<file path="config.mk">
export PLATFORM = sky130hd
export DESIGN_NAME = stopwatch_ctrl
export DESIGN_NICKNAME = d
export VERILOG_FILES = /design/src/rtl/stopwatch_ctrl.sv
export SDC_FILE = /design/constraint.sdc
export NUM_CORES = 1
export LEC_CHECK = 0
export CORE_ASPECT_RATIO = 0.6
export CORE_UTILIZATION = 50
export DETAILED_ROUTE_END_ITERATION = 6
export GPL_TIMING_DRIVEN = 1
export PLACE_DENSITY_LB_ADDON = 0.12
export SETUP_SLACK_MARGIN = 0.1
export SYNTH_ARGS = -nofsm -noshare
export SYNTH_HDL_FRONTEND = slang
export SYNTH_SLANG_ARGS = --single-unit
</file>
<file path="constraint.sdc">
create_clock -name clk1sec -period 2.6 [get_ports clk1sec]
set_input_delay 0.65 -clock clk1sec [delete_from_list [all_inputs] [get_ports clk1sec]]
set_output_delay 0.65 -clock clk1sec [all_outputs]
set_load 0.02 [all_outputs]
</file>
<file path="src/rtl/stopwatch_ctrl.sv">
// Stopwatch sequencing controller: turns request levels into count-enable, clear
// and display-freeze controls, with lap hold, auto-stop at 59:59 and pause timeout.
module stopwatch_ctrl #(
  parameter int LAP_HOLD     = 3,
  parameter int IDLE_TIMEOUT = 60,
  parameter int STOP_AT_MAX  = 1
) (
  input  logic       clk1sec,
  input  logic       rst,
  input  logic       mode_active,
  input  logic       ss_req,
  input  logic       lap_req,
  input  logic       clr_req,
  input  logic [3:0] tenmin,
  input  logic [3:0] onemin,
  input  logic [3:0] tensec,
  input  logic [3:0] onesec,
  output logic       run_en,
  output logic       clr,
  output logic       freeze,
  output logic [1:0] state,
  output logic       at_max,
  output logic [3:0] lap_count
);

  localparam logic [1:0] S_IDLE  = 2'b00;
  localparam logic [1:0] S_RUN   = 2'b01;
  localparam logic [1:0] S_PAUSE = 2'b10;
  localparam logic [1:0] S_LAP   = 2'b11;

  localparam logic [3:0] HOLD_LOAD     = 4'(LAP_HOLD);
  localparam logic [7:0] IDLE_LAST     = 8'(IDLE_TIMEOUT - 1);
  localparam bit         TIMEOUT_EN    = (IDLE_TIMEOUT != 0);
  localparam bit         AUTO_STOP_EN  = (STOP_AT_MAX != 0);

  logic [1:0] state_q, state_d;
  logic [3:0] lap_q, lap_d;
  logic [3:0] hold_q, hold_d;
  logic [7:0] idle_q, idle_d;
  logic       at_max_q, at_max_d;
  logic       clr_q, clr_d;
  logic       run_en_q, freeze_q;
  logic       ss_hist_q, lap_hist_q, clr_hist_q;

  logic ss_ev, lap_ev, clr_ev, auto_stop;

  function automatic logic [3:0] lap_inc(input logic [3:0] c);
    return (c >= 4'd9) ? c : c + 4'd1;
  endfunction

  function automatic logic [7:0] idle_inc(input logic [7:0] c);
    return (c == 8'hFF) ? c : c + 8'd1;
  endfunction

  always_comb begin
    ss_ev     = mode_active & ss_req  & ~ss_hist_q;
    lap_ev    = mode_active & lap_req & ~lap_hist_q;
    clr_ev    = mode_active & clr_req & ~clr_hist_q;
    // Digits one step short of 59:59: the datapath lands on 59:59 this edge and holds
    auto_stop = AUTO_STOP_EN && (tenmin == 4'd5) && (onemin == 4'd9) &&
                (tensec == 4'd5) && (onesec == 4'd8);
  end

  always_comb begin
    state_d  = state_q;
    lap_d    = lap_q;
    hold_d   = hold_q;
    idle_d   = idle_q;
    at_max_d = at_max_q;
    clr_d    = 1'b0;
    case (state_q)
      S_IDLE: begin
        if (clr_ev) begin
          clr_d = 1'b1;
          lap_d = 4'd0;
        end else if (ss_ev) begin
          state_d  = S_RUN;
          at_max_d = 1'b0;
        end
      end
      S_RUN: begin
        if (clr_ev) begin
          state_d = S_IDLE;
          clr_d   = 1'b1;
          lap_d   = 4'd0;
        end else if (ss_ev) begin
          state_d = S_PAUSE;
          idle_d  = 8'd0;
        end else if (auto_stop) begin
          state_d  = S_PAUSE;
          idle_d   = 8'd0;
          at_max_d = 1'b1;
        end else if (lap_ev) begin
          state_d = S_LAP;
          lap_d   = lap_inc(lap_q);
          hold_d  = HOLD_LOAD;
        end
      end
      S_LAP: begin
        if (clr_ev) begin
          state_d = S_IDLE;
          clr_d   = 1'b1;
          lap_d   = 4'd0;
        end else if (ss_ev) begin
          state_d = S_PAUSE;
          idle_d  = 8'd0;
        end else if (auto_stop) begin
          state_d  = S_PAUSE;
          idle_d   = 8'd0;
          at_max_d = 1'b1;
        end else if (lap_ev) begin
          lap_d  = lap_inc(lap_q);
          hold_d = HOLD_LOAD;
        end else if (hold_q <= 4'd1) begin
          state_d = S_RUN;
          hold_d  = 4'd0;
        end else begin
          hold_d = hold_q - 4'd1;
        end
      end
      default: begin
        if (clr_ev) begin
          state_d = S_IDLE;
          clr_d   = 1'b1;
          lap_d   = 4'd0;
        end else if (ss_ev) begin
          state_d  = S_RUN;
          idle_d   = 8'd0;
          at_max_d = 1'b0;
        end else if (TIMEOUT_EN && (idle_q == IDLE_LAST)) begin
          state_d = S_IDLE;
          clr_d   = 1'b1;
          lap_d   = 4'd0;
        end else begin
          idle_d = idle_inc(idle_q);
        end
      end
    endcase
  end

  always_ff @(posedge clk1sec) begin
    if (rst) begin
      state_q    <= S_IDLE;
      lap_q      <= 4'd0;
      hold_q     <= 4'd0;
      idle_q     <= 8'd0;
      at_max_q   <= 1'b0;
      clr_q      <= 1'b0;
      run_en_q   <= 1'b0;
      freeze_q   <= 1'b0;
      // History starts high so a request held through reset is not an edge
      ss_hist_q  <= 1'b1;
      lap_hist_q <= 1'b1;
      clr_hist_q <= 1'b1;
    end else begin
      state_q    <= state_d;
      lap_q      <= lap_d;
      hold_q     <= hold_d;
      idle_q     <= idle_d;
      at_max_q   <= at_max_d;
      clr_q      <= clr_d;
      run_en_q   <= (state_d == S_RUN) || (state_d == S_LAP);
      freeze_q   <= (state_d == S_LAP);
      ss_hist_q  <= ss_req;
      lap_hist_q <= lap_req;
      clr_hist_q <= clr_req;
    end
  end

  assign state     = state_q;
  assign lap_count = lap_q;
  assign at_max    = at_max_q;
  assign clr       = clr_q;
  assign run_en    = run_en_q;
  assign freeze    = freeze_q;

endmodule

</file>
==> out/qor.csv <==
stage;metric;value;unit
outcome;status;finished, final reports clean;
floorplanning;die footprint;3140;um2
worst_setup_path;crit path launch;onemin[2];
global_routing;grt ovf;0;
worst_setup_path;Crit path depth;7;
place;post-DP HPWL;2610;um
cells_and_area;multi-input logic area;896;um2
clocking;post-CTS sizing;0;
worst_setup_path;Crit Path Max Fanout;6;
routing;DRT iter0 DRCs;88;
cells_and_area;Nets;225;
worst_setup_path;crit-path cells;clkdlybuf4s50_1 -> and4bb_1 -> and4_1 -> buf_4 -> a2111oi_4 -> nand4_1 -> a21oi_1;
logic_synthesis;Post-Synthesis Cells;162;
routing;Detailed Routing Iterations Pass 1;4;
logic_synthesis;Post-Synth Simple-Gate Area;0.302;
place;pre-CTS setup slack;-0.0451;ns
cells_and_area;Area growth, synth to finish;29.5;%
logic_synthesis;Synth Cell Area;1460;um2
logic_synthesis;synth cell count leaders;24 x dfxtp_1, 14 x nor2_1, 12 x nand2_1;
clocking;CTS tree;yes;
sta;Final period util;0.907;
cells_and_area;fill cell count;213;
logic_synthesis;post-synth top area share;0.330;
min_path;worst hold stages;2;
clocking;root buffer cell;clkbuf_8;
logic_synthesis;Syn Nets;190;
floorplanning;Ports;32;
power;Max VDD drop;255;uV
power;Total Power;0.811;mW
logic_synthesis;Main synth FF type;dfxtp_1;
sta;Rel. slew slack;0.622;
power;PD cells;430;nW/um2
sta;Final WS setup;0.242;ns
cells_and_area;layout cells sized above 1;0.112;
logic_synthesis;Synth Area in XOR/XNOR;0.0120;
sta;Worst Tran Pin Value;0.562;ns
global_routing;initial antenna violation count;0;
logic_synthesis;Post-synth ARST share;0;
clocking;clk_lat worst skew;0.28;ns
logic_synthesis;Netlist cell types;50;
place;placed instance count;224;
logic_synthesis;largest family of logic cells by synthesized area;simple AND/OR/NAND/NOR gates;
logic_synthesis;post-synthesis sequential area ratio;0.330;
clocking;Clock Path Buffers;2;
place;Post-DP Area;1810;um2
clocking;Reg clk slew, reported paths;0.09;ns
cells_and_area;FF/Latch Area;480;um2
routing;wire per inst;14.8;um
power;Lkg Pwr;0.736;nW
floorplanning;core box area;2630;um2
logic_synthesis;warnings from Yosys;0;
worst_setup_path;worst r2r path cells;6;
worst_setup_path;CP top delay family;simple AND/OR/NAND/NOR gates;
clocking;post-CTS setup buffer count;0;
place;Port Buffer Count;31;
logic_synthesis;post-synthesis mux area share;0.0275;
cells_and_area;n_diodes;0;
logic_synthesis;post-synthesis compound-gate area fraction;0.223;
worst_setup_path;critical path arrival;2.57;ns
global_routing;GRT Overall Usage;0.245;
min_path;Hold Path Sink;idle_q[1]$_SDFFE_PP0P_;
worst_setup_path;worst reg2reg path endpoint;lap_count[3]$_SDFFE_PP0P_;
sta;RSZ-0062 raised after global routing;no;
sta;hold violation count in the final report;0;
floorplanning;Die X;71.6;um
min_path;hold path start;idle_q[1]$_SDFFE_PP0P_;
sta;final worst path period need;2.36;ns
global_routing;largest net degree at the start of global routing;16;
worst_setup_path;worst stage delay on the critical path;0.45;ns
routing;# DRC;0;
sta;Final setup viols;0;
worst_setup_path;reg2reg setup slack;0.63;ns
sta;skew final;0.0103;ns
floorplanning;Die Ht;43.8;um
sta;Peak Freq;424;MHz
global_routing;first-pass GRT wire length;5890;um
logic_synthesis;Yosys top cell by area;dfxtp_1;
global_routing;number of global-route vias before repair;1316;
sta;final hold slack;0.502;ns
clocking;Num CTS Buffers;3;
clocking;CTS Hold Buffers Added;0;
clocking;total clock sinks;24;
clocking;Max H-tree Level;1;
worst_setup_path;type of origin of the critical path;input port;
logic_synthesis;cell with the most instances after synthesis;dfxtp_1;
worst_setup_path;crit path buf inv count;2;
routing;via count;1346;
place;Final Wtd Congestion;0.812;
logic_synthesis;#FFs+latches synth;24;
logic_synthesis;Post-synth EDFFs;0;
worst_setup_path;worst r2r src;idle_q[0]$_SDFFE_PP0P_;
routing;vias per inst;5.90;
cells_and_area;Post-Layout Cell Count;228;
sta;Pins Over Slew Limit;0;
routing;Routed Antenna Nets;0;
floorplanning;num rows;14;
logic_synthesis;adder-cell share of the synthesized area;0.0516;
worst_setup_path;kind of critical path;in2reg;
worst_setup_path;Worst path slowest cell;clkdlybuf4s50_1;
logic_synthesis;Synth area leaders;dfxtp_1 33%, ha_1 5.2%, a2111oi_4 3.8%, nor2_1 3.6%, nand2_1 3.1%;
cells_and_area;Post-Layout Inst Area;1880;um2
min_path;worst min path class;reg2reg;
logic_synthesis;Syn Area/Cell;8.98;um2
floorplanning;Initial Util;0.554;
routing;final WL;3370;um
worst_setup_path;WP data required;2.81;ns
run;max-cap violations;0;
worst_setup_path;critical path endpoint category;register;
## worst min-delay path: cells and delay by family (launching register included)
family           cells  cell delay, ns
flip-flops           1            0.34
AO/OA/AOI/OAI        1            0.05
AND/OR/NAND/NOR      1            0.07
## area by class of cell
cell class / instances / share of cell area
flip-flops and latches: 24 / 0.255
clock buffers: 3 / 0.0219
clock inverters: 1 / 0.0159
well taps: 32 / 0.0212
repair buffers: 39 / 0.197
multi-input cells: 122 / 0.475
inverters: 7 / 0.0139
## layout by cell type (no fill, tap or decap), types with 5 or more instances in the layout
master	n
inv_1	7
nand3b_1	5
o211ai_1	6
nand2_1	12
and3_1	5
ha_1	6
a21oi_1	8
nand2b_1	5
clkdlybuf4s50_1	31
dfxtp_1	24
nor2_1	14
buf_4	8
## metrics by stage
stage          setup TNS [ns]   util
6_report                    0  0.717
4_1_cts                     0  0.717
3_3_place_gp                0  0.690
2_1_floorplan               0      -
3_5_place_dp          -0.0721  0.690
5_1_grt                     0  0.717
## worst max-delay path by stage
stage,end,slack (ns)
floorplan,idle_q[1]$_SDFFE_PP0P_,0.60
global placement,lap_count[3]$_SDFFE_PP0P_,0.05
detailed placement,lap_count[3]$_SDFFE_PP0P_,-0.05
CTS,lap_count[3]$_SDFFE_PP0P_,0.24
global route,lap_count[3]$_SDFFE_PP0P_,0.11
finish,lap_count[3]$_SDFFE_PP0P_,0.24
## cells by family (layout without fill, tap and decap cells)
kind of cell,count (synthesis),count (layout)
AO/OA/AOI/OAI,39,39
XOR/XNOR,2,2
adder cells (fa/ha/maj),6,6
buffers and inverters,16,50
flip-flops,24,24
multiplexers,4,4
AND/OR/NAND/NOR,71,71
## per-layer routing
metal	up-vias	global-route usage	share of wire
li1	664	-	-
met1	612	0.321	0.48
met2	64	0.409	0.44
met3	6	0.0651	0.073
met4	0	0.0549	0.0074
met5	-	0	0
## flip-flops by register name, summed over array words and instances (netlist names)
name	cells
run_en	1
freeze	1
lap_hist_q	1
state	1
hold_q	4
lap_count	4
at_max	1
clr_hist_q	1
clr	1
idle_q	8
ss_hist_q	1
## report_power, final
part           internal (mW)  switching, mW  leakage [nW]
clock                  0.206          0.125        0.0357
combinational         0.0560         0.0394         0.505
sequential             0.375        0.00859         0.195
total                  0.637          0.173         0.736
Power figures use the tool's default switching activity.
